===== src/rtl/fifo_reorder_if.sv =====
// fifo_reorder_if: allocate / write / dequeue signal bundle for the reorder buffer.
interface fifo_reorder_if #(parameter int width_p = 32, parameter int els_p = 32);
    localparam int id_w = $clog2(els_p);
    logic [id_w-1:0]    fifo_alloc_id_o;
    logic               fifo_alloc_v_o;
    logic               fifo_alloc_yumi_i;
    logic [id_w-1:0]    write_id_i;
    logic [width_p-1:0] write_data_i;
    logic               write_v_i;
    logic [width_p-1:0] fifo_deq_data_o;
    logic               fifo_deq_v_o;
    logic               fifo_deq_yumi_i;
    logic               empty_o;
    modport master (
        input  fifo_alloc_id_o, fifo_alloc_v_o, fifo_deq_data_o, fifo_deq_v_o, empty_o,
        output fifo_alloc_yumi_i, write_id_i, write_data_i, write_v_i, fifo_deq_yumi_i
    );
    modport slave (
        output fifo_alloc_id_o, fifo_alloc_v_o, fifo_deq_data_o, fifo_deq_v_o, empty_o,
        input  fifo_alloc_yumi_i, write_id_i, write_data_i, write_v_i, fifo_deq_yumi_i
    );
endinterface


===== src/rtl/fifo_reorder.sv =====
// fifo_reorder: in-order ID allocation, out-of-order fill by ID, in-order release.
// Define FIFO_REORDER_ASSERT_EN for simulation-only illegal-usage checks.
module fifo_reorder #(
    parameter int width_p = 32,
    parameter int els_p   = 32
) (
    input logic           clk_i,
    input logic           reset_i,
    fifo_reorder_if.slave bus
);
    localparam int id_w  = $clog2(els_p);
    localparam int cnt_w = $clog2(els_p + 1);

    logic [id_w-1:0]    r_rptr, r_wptr;
    logic [cnt_w-1:0]   r_cnt;
    logic [els_p-1:0]   r_valid;
    logic [width_p-1:0] r_data [els_p];

    wire w_alloc = bus.fifo_alloc_yumi_i;
    wire w_deq   = bus.fifo_deq_yumi_i;
    wire w_write = bus.write_v_i;

    // pointers wrap at els_p, which need not be a power of two
    function automatic logic [id_w-1:0] inc(input logic [id_w-1:0] p);
        return (p == id_w'(els_p - 1)) ? '0 : p + 1'b1;
    endfunction

    always_ff @(posedge clk_i) begin
        if (reset_i) begin
            r_rptr  <= '0;
            r_wptr  <= '0;
            r_cnt   <= '0;
            r_valid <= '0;
        end else begin
            if (w_alloc) r_wptr <= inc(r_wptr);
            if (w_deq) begin
                r_rptr          <= inc(r_rptr);
                r_valid[r_rptr] <= 1'b0;
            end
            if (w_write) r_valid[bus.write_id_i] <= 1'b1;
            r_cnt <= r_cnt + cnt_w'(w_alloc) - cnt_w'(w_deq);
        end
    end

    always_ff @(posedge clk_i) begin
        if (w_write) r_data[bus.write_id_i] <= bus.write_data_i;
    end

    assign bus.fifo_alloc_id_o = r_wptr;
    assign bus.fifo_alloc_v_o  = (r_cnt != cnt_w'(els_p));
    assign bus.fifo_deq_v_o    = r_valid[r_rptr];
    assign bus.fifo_deq_data_o = r_data[r_rptr];
    assign bus.empty_o         = (r_cnt == '0);

`ifdef FIFO_REORDER_ASSERT_EN
    logic [31:0] r_cyc;
    int          w_off;

    always_ff @(posedge clk_i) begin
        r_cyc <= reset_i ? '0 : r_cyc + 1;
    end

    // distance of the written ID from the head; allocated iff below occupancy
    always_comb begin
        w_off = (int'(bus.write_id_i) - int'(r_rptr) + els_p) % els_p;
    end

    always @(posedge clk_i) begin
        if (!reset_i) begin
            if (w_alloc && !bus.fifo_alloc_v_o)
                $error("fifo_reorder: alloc id %0d while full, cycle %0d", r_wptr, r_cyc);
            if (w_deq && !bus.fifo_deq_v_o)
                $error("fifo_reorder: deq id %0d while not valid, cycle %0d", r_rptr, r_cyc);
            if (w_write && (int'(bus.write_id_i) >= els_p || w_off >= int'(r_cnt)))
                $error("fifo_reorder: write of unallocated id %0d, cycle %0d", bus.write_id_i, r_cyc);
            else if (w_write && r_valid[bus.write_id_i])
                $error("fifo_reorder: second write of id %0d, cycle %0d", bus.write_id_i, r_cyc);
        end
    end
`endif
endmodule


===== src/flat_wrapper.sv =====
// flat-port wrapper written by rule: the top's interface ports become plain ports
module fifo_reorder_flat 
#(
    parameter int width_p = 32,
    parameter int els_p   = 32
)
  (clk_i, reset_i, bus_fifo_alloc_id_o, bus_fifo_alloc_v_o, bus_fifo_deq_data_o, bus_fifo_deq_v_o, bus_empty_o, bus_fifo_alloc_yumi_i, bus_write_id_i, bus_write_data_i, bus_write_v_i, bus_fifo_deq_yumi_i);
  fifo_reorder_if #(.width_p(width_p), .els_p(els_p)) bus_i ();
  input logic clk_i;
  input logic reset_i;
  output wire logic [$bits(bus_i.fifo_alloc_id_o)-1:0] bus_fifo_alloc_id_o;
  output wire logic [$bits(bus_i.fifo_alloc_v_o)-1:0] bus_fifo_alloc_v_o;
  output wire logic [$bits(bus_i.fifo_deq_data_o)-1:0] bus_fifo_deq_data_o;
  output wire logic [$bits(bus_i.fifo_deq_v_o)-1:0] bus_fifo_deq_v_o;
  output wire logic [$bits(bus_i.empty_o)-1:0] bus_empty_o;
  input wire logic [$bits(bus_i.fifo_alloc_yumi_i)-1:0] bus_fifo_alloc_yumi_i;
  input wire logic [$bits(bus_i.write_id_i)-1:0] bus_write_id_i;
  input wire logic [$bits(bus_i.write_data_i)-1:0] bus_write_data_i;
  input wire logic [$bits(bus_i.write_v_i)-1:0] bus_write_v_i;
  input wire logic [$bits(bus_i.fifo_deq_yumi_i)-1:0] bus_fifo_deq_yumi_i;
  assign bus_fifo_alloc_id_o = bus_i.fifo_alloc_id_o;
  assign bus_fifo_alloc_v_o = bus_i.fifo_alloc_v_o;
  assign bus_fifo_deq_data_o = bus_i.fifo_deq_data_o;
  assign bus_fifo_deq_v_o = bus_i.fifo_deq_v_o;
  assign bus_empty_o = bus_i.empty_o;
  assign bus_i.fifo_alloc_yumi_i = bus_fifo_alloc_yumi_i;
  assign bus_i.write_id_i = bus_write_id_i;
  assign bus_i.write_data_i = bus_write_data_i;
  assign bus_i.write_v_i = bus_write_v_i;
  assign bus_i.fifo_deq_yumi_i = bus_fifo_deq_yumi_i;
  fifo_reorder #(.width_p(width_p), .els_p(els_p)) u_core (.clk_i(clk_i), .reset_i(reset_i), .bus(bus_i));
endmodule

===== config.mk =====
export PLATFORM = sky130hd
export DESIGN_NAME = fifo_reorder_flat
export DESIGN_NICKNAME = d
export VERILOG_FILES = /design/src/rtl/fifo_reorder_if.sv /design/src/rtl/fifo_reorder.sv /design/src/flat_wrapper.sv
export SDC_FILE = /design/constraint.sdc
export NUM_CORES = 1
export LEC_CHECK = 0
export BUFFER_PORTS_ARGS = -buffer_cell sky130_fd_sc_hd__buf_2
export CAP_MARGIN = 20
export CORE_MARGIN = 2
export CORE_UTILIZATION = 50
export CTS_CLUSTER_DIAMETER = 60
export DETAILED_ROUTE_END_ITERATION = 16
export GPL_TIMING_DRIVEN = 0
export PLACE_DENSITY = 0.66
export SLEW_MARGIN = 20
export SYNTH_ARGS = -nofsm -noshare
export SYNTH_HDL_FRONTEND = slang
export SYNTH_SLANG_ARGS = --single-unit

===== constraint.sdc =====
create_clock -name clk_i -period 2.8 [get_ports clk_i]
set_input_delay 0.42 -clock clk_i [delete_from_list [all_inputs] [get_ports clk_i]]
set_output_delay 0.42 -clock clk_i [all_outputs]
set_load 0.03 [all_outputs]

# Word level (Yosys, flattened, before mapping)
# Memory sizes are Yosys's and may differ from the RTL's. A register that Yosys moved wholly into a read port is not among the register bits.
# Index checks and enable logic that the tools add are counted.
# Widths: inputs -> output; s select.
[word_totals] word_cells=37 ramBits=1024 input_bits=42 out_inout_bits=40 mem_bits_ro=0 reg_bits=48 memories=1 latch_bits=0
[mem_list] name="u_core.r_data" words=32 width=32 read_ports=1 rd_clocked_by_memory_dff=1 wr=1 line_no="fifo_reorder.sv:17" rtl="logic [width_p-1:0] r_data [els_p];"
[classes] n_lt_le_gt_ge=4 addsub=4 bitwise=3 n_reduce_logical=3 n_mux=15 shift=0 mul=0 eq_ne=3 div_mod_pow=0
[op_table] cell="$mux 32" n=3
[op_table] cell="$and 32x32->32" n=1
[op_table] cell="$not 32->32" n=1
[op_table] cell="$or 32x32->32" n=1
[op_table] cell="$mux 5" n=4
[op_table] cell="$lt 5x6->1 const B" n=2
[op_table] cell="$add 5x1->5 const B" n=2
[op_table] cell="$demux 1 s5" n=2
[op_table] cell="$eq 5x5->1 const B" n=2
[op_table] cell="$ge 5x1->1 const B" n=2
[op_table] cell="$add 6x1->6" n=1
[op_table] cell="$logic_not 6->1" n=1
[op_table] cell="$ne 6x6->1 const B" n=1
[op_table] cell="$sub 6x1->6" n=1
[op_table] cell="$bmux 1 s5" n=1
[op_table] cell="$mux 1" n=5
[op_table] cell="$logic_and 1x1->1" n=2

# Depth between registers and ports, before layout
# Gate-level depths: netlist of run 1.
[logic_depth] ltp_word=10 ltp_mapped=9 depth_no_buf=9

# Least setup slack after synthesis of run 1
# No wires, ideal clock.
[synth_timing] kind="reg2out" startpoint="register (tool-made name)" endpoint="output bus_fifo_deq_data_o[21]" stages_incl_launch_ff=7 arrival_time_ns=2.273 path_buffers=3 t_required_ns=2.380 setup_slack_ns=0.107 path_cell_list="dfxtp_1 -> buf_2 -> clkbuf_1 -> buf_1 -> mux4_2 -> a22o_1 -> or4_1"
[synth_lines] item="end: declaration" line_no="flat_wrapper.sv:13" rtl="output wire logic [$bits(bus_i.fifo_deq_data_o)-1:0] bus_fifo_deq_data_o;"

==> flow_metrics.tcl, run 1 <==
set metrics [dict create \
    final_util_pct 58.9 \
    track_usage_pct 22.9 \
    drv_slew 0 \
    via_count 22000 \
    antenna_found_initial 3 \
    yosysSeqAreaShare_pct 76.1 \
    place_ws_ns -1.27 \
    path_class "flip-flop to output port" \
    fmax_mhz 286 \
    wl_met2_um 47900 \
    rsz0062_at_grt "true" \
    path_clk_slew_ns 0.06 \
    seqCellArea_sq_um 31800 \
    ys_ff_latch 1077 \
    worst_slack_ns -0.699 \
    final.fill_count 5879 \
    root_buffer "clkbuf_16" \
    viasPerCell 6.11 \
    vdd_drop_max_uv 566 \
    start_kind "flip-flop" \
    core_area_sq_um 83200 \
    drc 0 \
    cts_num_sinks 1077 \
    start_util_pct 50.2 \
    wire_per_inst_um 27.6 \
    ys_types 41 \
    syn_avg_cell_area_sq_um 18.9 \
    wl_met1_um 41100 \
    dp_hpwl_um 66300 \
    finish.net_count 2487 \
    numCtsBuffers 101 \
    cts_tree "built" \
    first_pass_iters 5 \
    die-area_sq_um 85900 \
    place_congestion 0.831 \
    finClkSkew_ns 0.00704 \
    holdBufCountCts 0 \
    dpl.cell_count 3395 \
    path_max_fanout 7 \
    cts_buffer_depth 3 \
    hold_path.class "input port to flip-flop" \
    grt_pass1_vias 22100 \
    drive_gt1_share_pct 32.9 \
    die-width_um 293 \
    failed_checks "negative setup slack" \
    fp-row-count 106 \
    port-buffer-count 81 \
    drtAntennaViolNets 0 \
    status "complete, but fails checks" \
    drt_wl_total_um 99000 \
    syn_area_sq_um 41800 \
    synth_cells 2210 \
    power_uw 33400 \
    insertion_delay_ns 0.65 \
    fin_crit_ns 3.50 \
    grt_max_degree 33 \
    yosysWarnings 0 \
    mappedNetlistNets 2269 \
    wl_met3_um 7650 \
    powerDensity_nw_per_um2 683 \
    drt_iter0_drc 2254 \
    required_ns 2.38 \
    arrival_ns 3.08 \
    syn_to_final_growth_pct 17.3 \
    multi_input_area_sq_um 9860 \
    p_leak_uw 0.0157 \
    crit_path_end_kind "output port" \
    gr-total-overflow 0 \
    io_pins 82 \
    hold_violations 0 \
    topRoutingLayerUsed "met5" \
    grt_pass1_wl_um 144000 \
    finalNonFillerCells 3594 \
    cts_htree_levels 3 \
    worst_pin_slew_ns 0.988 \
    max-slew-margin-rel_pct 34.0 \
    fin_crit_sh_pct 125 \
    dieHeight_um 293 \
    setup_viol 32 \
    maxCapViolCount 0 \
]
path summary, 6_finish.rpt:
path,from,cells after the start,slack (ns),end
worst max-delay path,flip-flop,7,-0.70,bus_fifo_deq_data_o[31]
worst min-delay path,bus_fifo_alloc_yumi_i,3,0.15,u_core.bus.fifo_alloc_id_o[1]
worst max register to register,u_core.r_cnt[0],9,0.89,u_core.r_cnt[4]
worst min register to register,u_core.r_valid[19],2,0.48,u_core.r_valid[19]
repair_timing:
item,CTS,global route
gates cloned,4,6
buffers inserted,3,0
gates resized for setup,326,87
pin swaps,2,3
setup endpoints to repair,33,33
routing by layer:
layer	vias up	track usage, %
li1	9414	-
met1	11400	32.4
met2	944	36.9
met3	143	3.77
met4	4	6.65
met5	-	0
worst max-delay path, cell delays in order, from the launching register on:
cell	delay (ns)
dfxtp_2	0.34
buf_12	0.15
buf_16	0.19
buf_16	0.17
mux4_2	0.54
a22o_4	0.31
or4_4	0.54
buf_6	0.17
Yosys cell counts:
master / number / area, sq um
mux2i_1: 4 / 40.0
a211oi_1: 64 / 480
nor3b_1: 6 / 45.0
nor3_1: 66 / 330
o22ai_1: 64 / 400
nand2_1: 43 / 161
ha_1: 16 / 200
or3_1: 1 / 6.26
and3_1: 8 / 50.1
buf_6: 9 / 101
nand2b_1: 4 / 25.0
or2_2: 1 / 6.26
clkbuf_1: 89 / 334
fa_1: 1 / 20.0
buf_2: 13 / 65.1
nand3b_1: 3 / 22.5
a22o_1: 64 / 561
nor4_1: 2 / 12.5
xnor2_1: 3 / 26.3
o21bai_1: 1 / 7.51
nand3_1: 2 / 10.0
a21o_1: 1 / 7.51
a22oi_1: 2 / 15.0
or4_1: 33 / 248
or3b_2: 1 / 8.76
inv_1: 46 / 173
nand4_1: 3 / 18.8
a31oi_1: 1 / 6.26
mux4_2: 136 / 3060
edfxtp_1: 1024 / 30700
buf_4: 3 / 22.5
nor2b_1: 69 / 432
buf_1: 11 / 41.3
a32oi_1: 2 / 17.5
and3b_1: 4 / 35.0
o21ai_0: 101 / 505
nor2_1: 23 / 86.3
mux2_2: 194 / 2180
a21oi_1: 38 / 190
and2_1: 1 / 6.26
dfxtp_1: 53 / 1060
per-stage QoR:
step | setup TNS (ns) | hold WS, ns | area [sq um]
finish | -19.48 | 0.147 | 49000
global route | -20.97 | 0.181 | 49000
CTS | -20.59 | 0.112 | 48700
detailed placement | -34.37 | 0.467 | 44100
global placement | -202.46 | 0.458 | 43500
floorplan | 0 | 0.451 | 41800
cells in the final DEF, fill, tap and decap left out, types with 25 or more instances in the layout:
master     count
o21ai_0       85
buf_6         40
mux4_2       136
or4_4         32
inv_2         32
buf_2         53
clkbuf_16    111
nor3_1        43
edfxtp_1    1024
a22o_1        44
buf_12        25
clkbuf_1      52
dfxtp_1       50
a21oi_1       38
nor2b_1       68
mux2_2       194
a211oi_1      52
o22ai_1       48
nand2_1       42
layout make-up:
type	count	share of cell area, %
Inverter	46	0.352
Sequential cell	1077	64.9
Antenna cell	1	0.00511
Clock inverter	64	1.13
Multi-Input combinational cell	962	20.1
Timing Repair Buffer	118	2.93
Clock buffer	124	5.51
Buffer	122	2.25
Tap cell	1080	2.76
state kept, by name, indices dropped and copies added (netlist names), named ones only:
signal / count
u_core.bus.fifo_alloc_id_o: 5
u_core.r_cnt: 6
u_core.r_data: 1024
u_core.r_rptr: 5
u_core.r_valid: 32
logic make-up after synthesis:
logic type	share of synthesized area (%)
multiplexers	12.7
buffers and inverters	1.76
flip-flops	76.1
adder cells (fa/ha/maj)	0.527
XOR/XNOR	0.0629
AO/OA/AOI/OAI	5.24
AND/OR/NAND/NOR	3.60
report_power, final:
part           leakage (uW)  internal [uW]  switching [uW]
Sequential          0.00966          17900            70.0
Combinational       0.00448            848            1240
Clock               0.00160           7670            5760
No activity file was read; power rests on OpenSTA's default activity.
==> inputs of run 2 (changes only) <==
Settings changed: CTS_BUF_LIST set to sky130_fd_sc_hd__clkbuf_2.
==> flow_metrics.tcl, run 2 (synthesis gave the netlist of run 1 again) <==
set metrics [dict create \
    fp-row-count 106 \
    viasPerCell 5.98 \
    place_congestion 0.831 \
    path_buf_inv 4 \
    worst_pin_slew_ns 1.11 \
    die-area_sq_um 85900 \
    largestRegisters "u_core.r_data x1024, u_core.r_valid x32, u_core.r_cnt x6" \
    start_kind "flip-flop" \
    holdWs_ns 0.171 \
    gr-total-overflow 0 \
    drive_gt1_share_pct 38.1 \
    syn_to_final_growth_pct 17.9 \
    status "complete, but fails checks" \
    fmax_mhz 239 \
    crit_path_end_kind "output port" \
    drc 0 \
    layout_commonest_cell "edfxtp_1" \
    wire_per_inst_um 26.7 \
    finish.net_count 2793 \
    insertion_delay_ns 1.40 \
    path_clk_slew_ns 0.10 \
    cts_buffer_depth 4 \
    required_ns 2.38 \
    worst_slack_ns -1.39 \
    fin_crit_sh_pct 150 \
    setup_viol 45 \
    drv_slew 0 \
    p_int_uw 23000 \
    core_area_sq_um 83200 \
    port-buffer-count 81 \
    grt_pass1_vias 24300 \
    crit_chain "buf_12, buf_16, buf_16, mux4_2, a22o_4, or4_4, buf_6" \
    regMostFlops "u_core.r_data" \
    arrival_ns 3.77 \
    cp_num_cells 7 \
    switchingPower_uw 7370 \
    crit_path_frequent_cell "buf_16" \
    comb_power_share_pct 7.9 \
    p_clk_share_pct 33.2 \
    p_leak_uw 0.0165 \
    finClkSkew_ns 0.101 \
    powerDensity_nw_per_um2 617 \
    cts_htree_levels 5 \
    track_usage_pct 24.6 \
    slowest_delay_ns 0.54 \
    fin_area_sq_um 49200 \
    rsz0062_at_grt "true" \
    crit_family "buffers and inverters" \
    start_util_pct 50.2 \
    final_util_pct 59.2 \
    via_count 23700 \
    final_cell_mix "edfxtp_1 (1024), clkbuf_2 (401), mux2_2 (194)" \
    drt_iter0_drc 2411 \
    failed_checks "negative setup slack" \
    dieHeight_um 293 \
    cts_tree "built" \
    root_buffer "clkbuf_2" \
    reg2reg_depth 8 \
    drtAntennaViolNets 0 \
    largest_reg_flops 1024 \
    drt_wl_total_um 106000 \
    dp_hpwl_um 66300 \
    path_class "flip-flop to output port" \
    hold_violations 0 \
    vdd_drop_max_uv 351 \
    io_pins 82 \
    power_uw 30400 \
    hold_path.class "input port to flip-flop" \
    cts_num_sinks 1077 \
    placed_area_sq_um 44100 \
    path_max_fanout 8 \
    fin_crit_ns 4.19 \
    power.share.switching_pct 24.3 \
    crit_slowest_cell "or4_4" \
    numCtsBuffers 278 \
    max-slew-margin-rel_pct 25.6 \
    power_frac_seq_pct 59.0 \
    die-width_um 293 \
    antenna_found_initial 8 \
    grt_max_degree 33 \
    holdPathStages 3 \
    setup_tns_ns -43.67 \
    grt_pass1_wl_um 153000 \
    first_pass_iters 5 \
    maxCapViolCount 0 \
]
run 2: repair_timing:
action / CTS / global route
hold buffers: 118 / 0
setup endpoints to repair: 35 / 100
pin swaps: 6 / 12
resized for setup: 323 / 83
endpoints found under the hold margin: 2047 / 0
buffers inserted: 9 / 5
cloned: 4 / 7
run 2: layer usage:
layer	share of wire [%]	track usage [%]	wire length [um]
met5	0	0	0
met4	1.9	8.19	2020
met3	9.6	5.33	10200
met2	47	38.2	50100
met1	41	34.8	43500
run 2: final cells by class:
type	instances	area [sq um]
well taps	1080	1350
repair buffers	248	2750
clock buffers	377	1890
plain buffers	121	1080
diodes	1	2.50
clock inverters	53	364
inverters	46	183
fillers	6095	33900
flip-flops and latches	1077	31800
multi-input cells	962	9810
run 2: tightest hold or removal path, delay by kind of cell:
family                 cells  cell delay (ns)
buffers and inverters      3             0.95
run 2: final timing paths:
check,startpoint,endpoint,slack [ns]
hold reg to reg,u_core.r_valid[19],u_core.r_valid[19],0.49
setup reg to reg,u_core.r_rptr[0],flip-flop,0.76
setup / recovery,flip-flop,bus_fifo_deq_data_o[31],-1.39
hold / removal,bus_write_data_i[15],u_core.r_data[20][15],0.17
run 2: power by group through the flow:
| stage | logic, uW | clock network (uW) | registers [uW] |
|---|---|---|---|
| after floorplan | 1050 | 0 | 18200 |
| after global placement | 1680 | 0 | 18200 |
| after detailed placement | 1780 | 0 | 18300 |
| after CTS | 2300 | 10300 | 17900 |
| after global routing | 2530 | 11100 | 17900 |
| final | 2390 | 10100 | 17900 |
run 2: stage by stage:
stage	setup WS [ns]	instances
2_1_floorplan	0.107	2210
3_3_place_gp	-1.65	3371
3_5_place_dp	-1.27	3395
4_1_cts	-1.60	3953
5_1_grt	-1.53	3965
6_report	-1.39	3965
==> inputs of run 3 (changes only) <==
Settings changed: SETUP_SLACK_MARGIN set to 0.3.
==> flow_metrics.tcl, run 3 (synthesis gave the netlist of run 1 again) <==
set metrics [dict create \
    dieHeight_um 293 \
    crit_chain "buf_12, buf_16, buf_16, mux4_2, a22o_4, or4_4, buf_6" \
    fin_crit_sh_pct 149 \
    grt_max_degree 33 \
    cts_num_sinks 1077 \
    io_pins 82 \
    via_count 23400 \
    finish.net_count 2784 \
    wire_per_inst_um 26.8 \
    grt_pass1_vias 24200 \
    worst_slack_ns -1.38 \
    hold_path.class "input port to flip-flop" \
    drt_wl_total_um 106000 \
    fmax_mhz 239 \
    port-buffer-count 81 \
    regMostFlops "u_core.r_data" \
    vdd_drop_max_uv 370 \
    seqCellArea_sq_um 31800 \
    slowest_delay_ns 0.55 \
    drtAntennaViolNets 0 \
    viasPerCell 5.93 \
    layout_commonest_cell "edfxtp_1" \
    antenna_found_initial 3 \
    drc 0 \
    arrival_ns 3.76 \
    rsz0062_at_grt "true" \
    drive_gt1_share_pct 39.0 \
    regToRegSetupSlack_ns 0.78 \
    crit_slowest_cell "mux4_2" \
    numCtsBuffers 274 \
    power_uw 29900 \
    fp-row-count 106 \
    max-slew-margin-rel_pct 29.7 \
    die-width_um 293 \
    path_class "flip-flop to output port" \
    core_area_sq_um 83200 \
    drv_slew 0 \
    insertion_delay_ns 1.38 \
    largest_reg_flops 1024 \
    crit_path_frequent_cell "buf_16" \
    fin_area_sq_um 49300 \
    track_usage_pct 24.3 \
    status "complete, but fails checks" \
    die-area_sq_um 85900 \
    maxCapViolCount 0 \
    cts_tree "built" \
    path_max_fanout 8 \
    worst_pin_slew_ns 1.05 \
    root_buffer "clkbuf_2" \
    final.fill_count 6080 \
    failed_checks "negative setup slack" \
    powerDensity_nw_per_um2 607 \
    hold_violations 0 \
    syn_to_final_growth_pct 17.9 \
    cts_htree_levels 5 \
    required_ns 2.38 \
    largestRegisters "u_core.r_data x1024, u_core.r_valid x32, u_core.r_cnt x6" \
    final_cell_mix "edfxtp_1 (1024), clkbuf_2 (403), mux2_2 (194)" \
    fin_crit_ns 4.18 \
    place_congestion 0.885 \
    path_clk_slew_ns 0.10 \
    cts_buffer_depth 4 \
    dp_hpwl_um 65600 \
    finClkSkew_ns 0.0669 \
    first_pass_iters 5 \
    start_util_pct 50.2 \
    start_kind "flip-flop" \
    crit_path_end_kind "output port" \
    setup_viol 33 \
    placed_area_sq_um 44300 \
    gr-total-overflow 0 \
    grt_pass1_wl_um 151000 \
    drt_iter0_drc 2487 \
    multi_input_area_sq_um 9980 \
    p_leak_uw 0.0165 \
]
## run 3: final cells by class
| cell class | instances | share of cell area, % |
|---|---|---|
| Antenna cell | 1 | 0.00508 |
| Sequential cell | 1077 | 64.6 |
| Tap cell | 1080 | 2.74 |
| Clock inverter | 41 | 0.429 |
| Clock buffer | 379 | 3.85 |
| Buffer | 125 | 2.32 |
| Timing Repair Buffer | 239 | 5.41 |
| Multi-Input combinational cell | 962 | 20.3 |
| Inverter | 46 | 0.361 |
## run 3: critical path, delay by kind of cell, from the launching register on
family,cells,cell delay (ns)
buf+inv,4,0.66
mux,1,0.55
simple gates,1,0.54
flops,1,0.37
compound gates,1,0.30
## run 3: timing repair
action | 4_1_cts | 5_1_grt
gates resized for setup | 297 | 128
buffers inserted | 6 | 4
pin swaps | 6 | 19
gates cloned | 3 | 9
endpoints found under the setup margin | 40 | 133
endpoints found under the hold margin | 2039 | 0
hold buffers | 108 | 0
## run 3: per-layer routing
layer,global-route usage (%),part of all wire (%)
met1,34.0,42
met2,38.2,48
met3,5.93,8.4
met4,7.33,1.8
met5,0,0
## run 3: worst paths after layout
| path | from | end | cells past startpoint |
|---|---|---|---|
| max | flip-flop | bus_fifo_deq_data_o[31] | 7 |
| min | bus_write_data_i[8] | u_core.r_data[1][8] | 2 |
| max reg2reg | u_core.r_cnt[0] | u_core.r_cnt[4] | 9 |
| min reg2reg | u_core.r_valid[24] | u_core.r_valid[24] | 2 |
## run 3: through the flow
step,std cells,TNS (ns),hold slack (ns),setup slack [ns],utilization [%]
2_1_floorplan,2210,0,0.451,0.255,-
3_3_place_gp,3371,-207.23,0.459,-1.54,52.5
3_5_place_dp,3399,-30.99,0.466,-1.10,53.2
4_1_cts,3936,-49.97,0.000359,-1.59,58.5
5_1_grt,3950,-48.14,0.0599,-1.53,59.2
6_report,3950,-42.85,0.157,-1.38,59.2
## run 3: where the power goes
part / internal [uW] / total (uW) / switching [uW]
Sequential: 17800 / 17900 / 81.8
Clock: 3740 / 9600 / 5860
Combinational: 1050 / 2390 / 1340
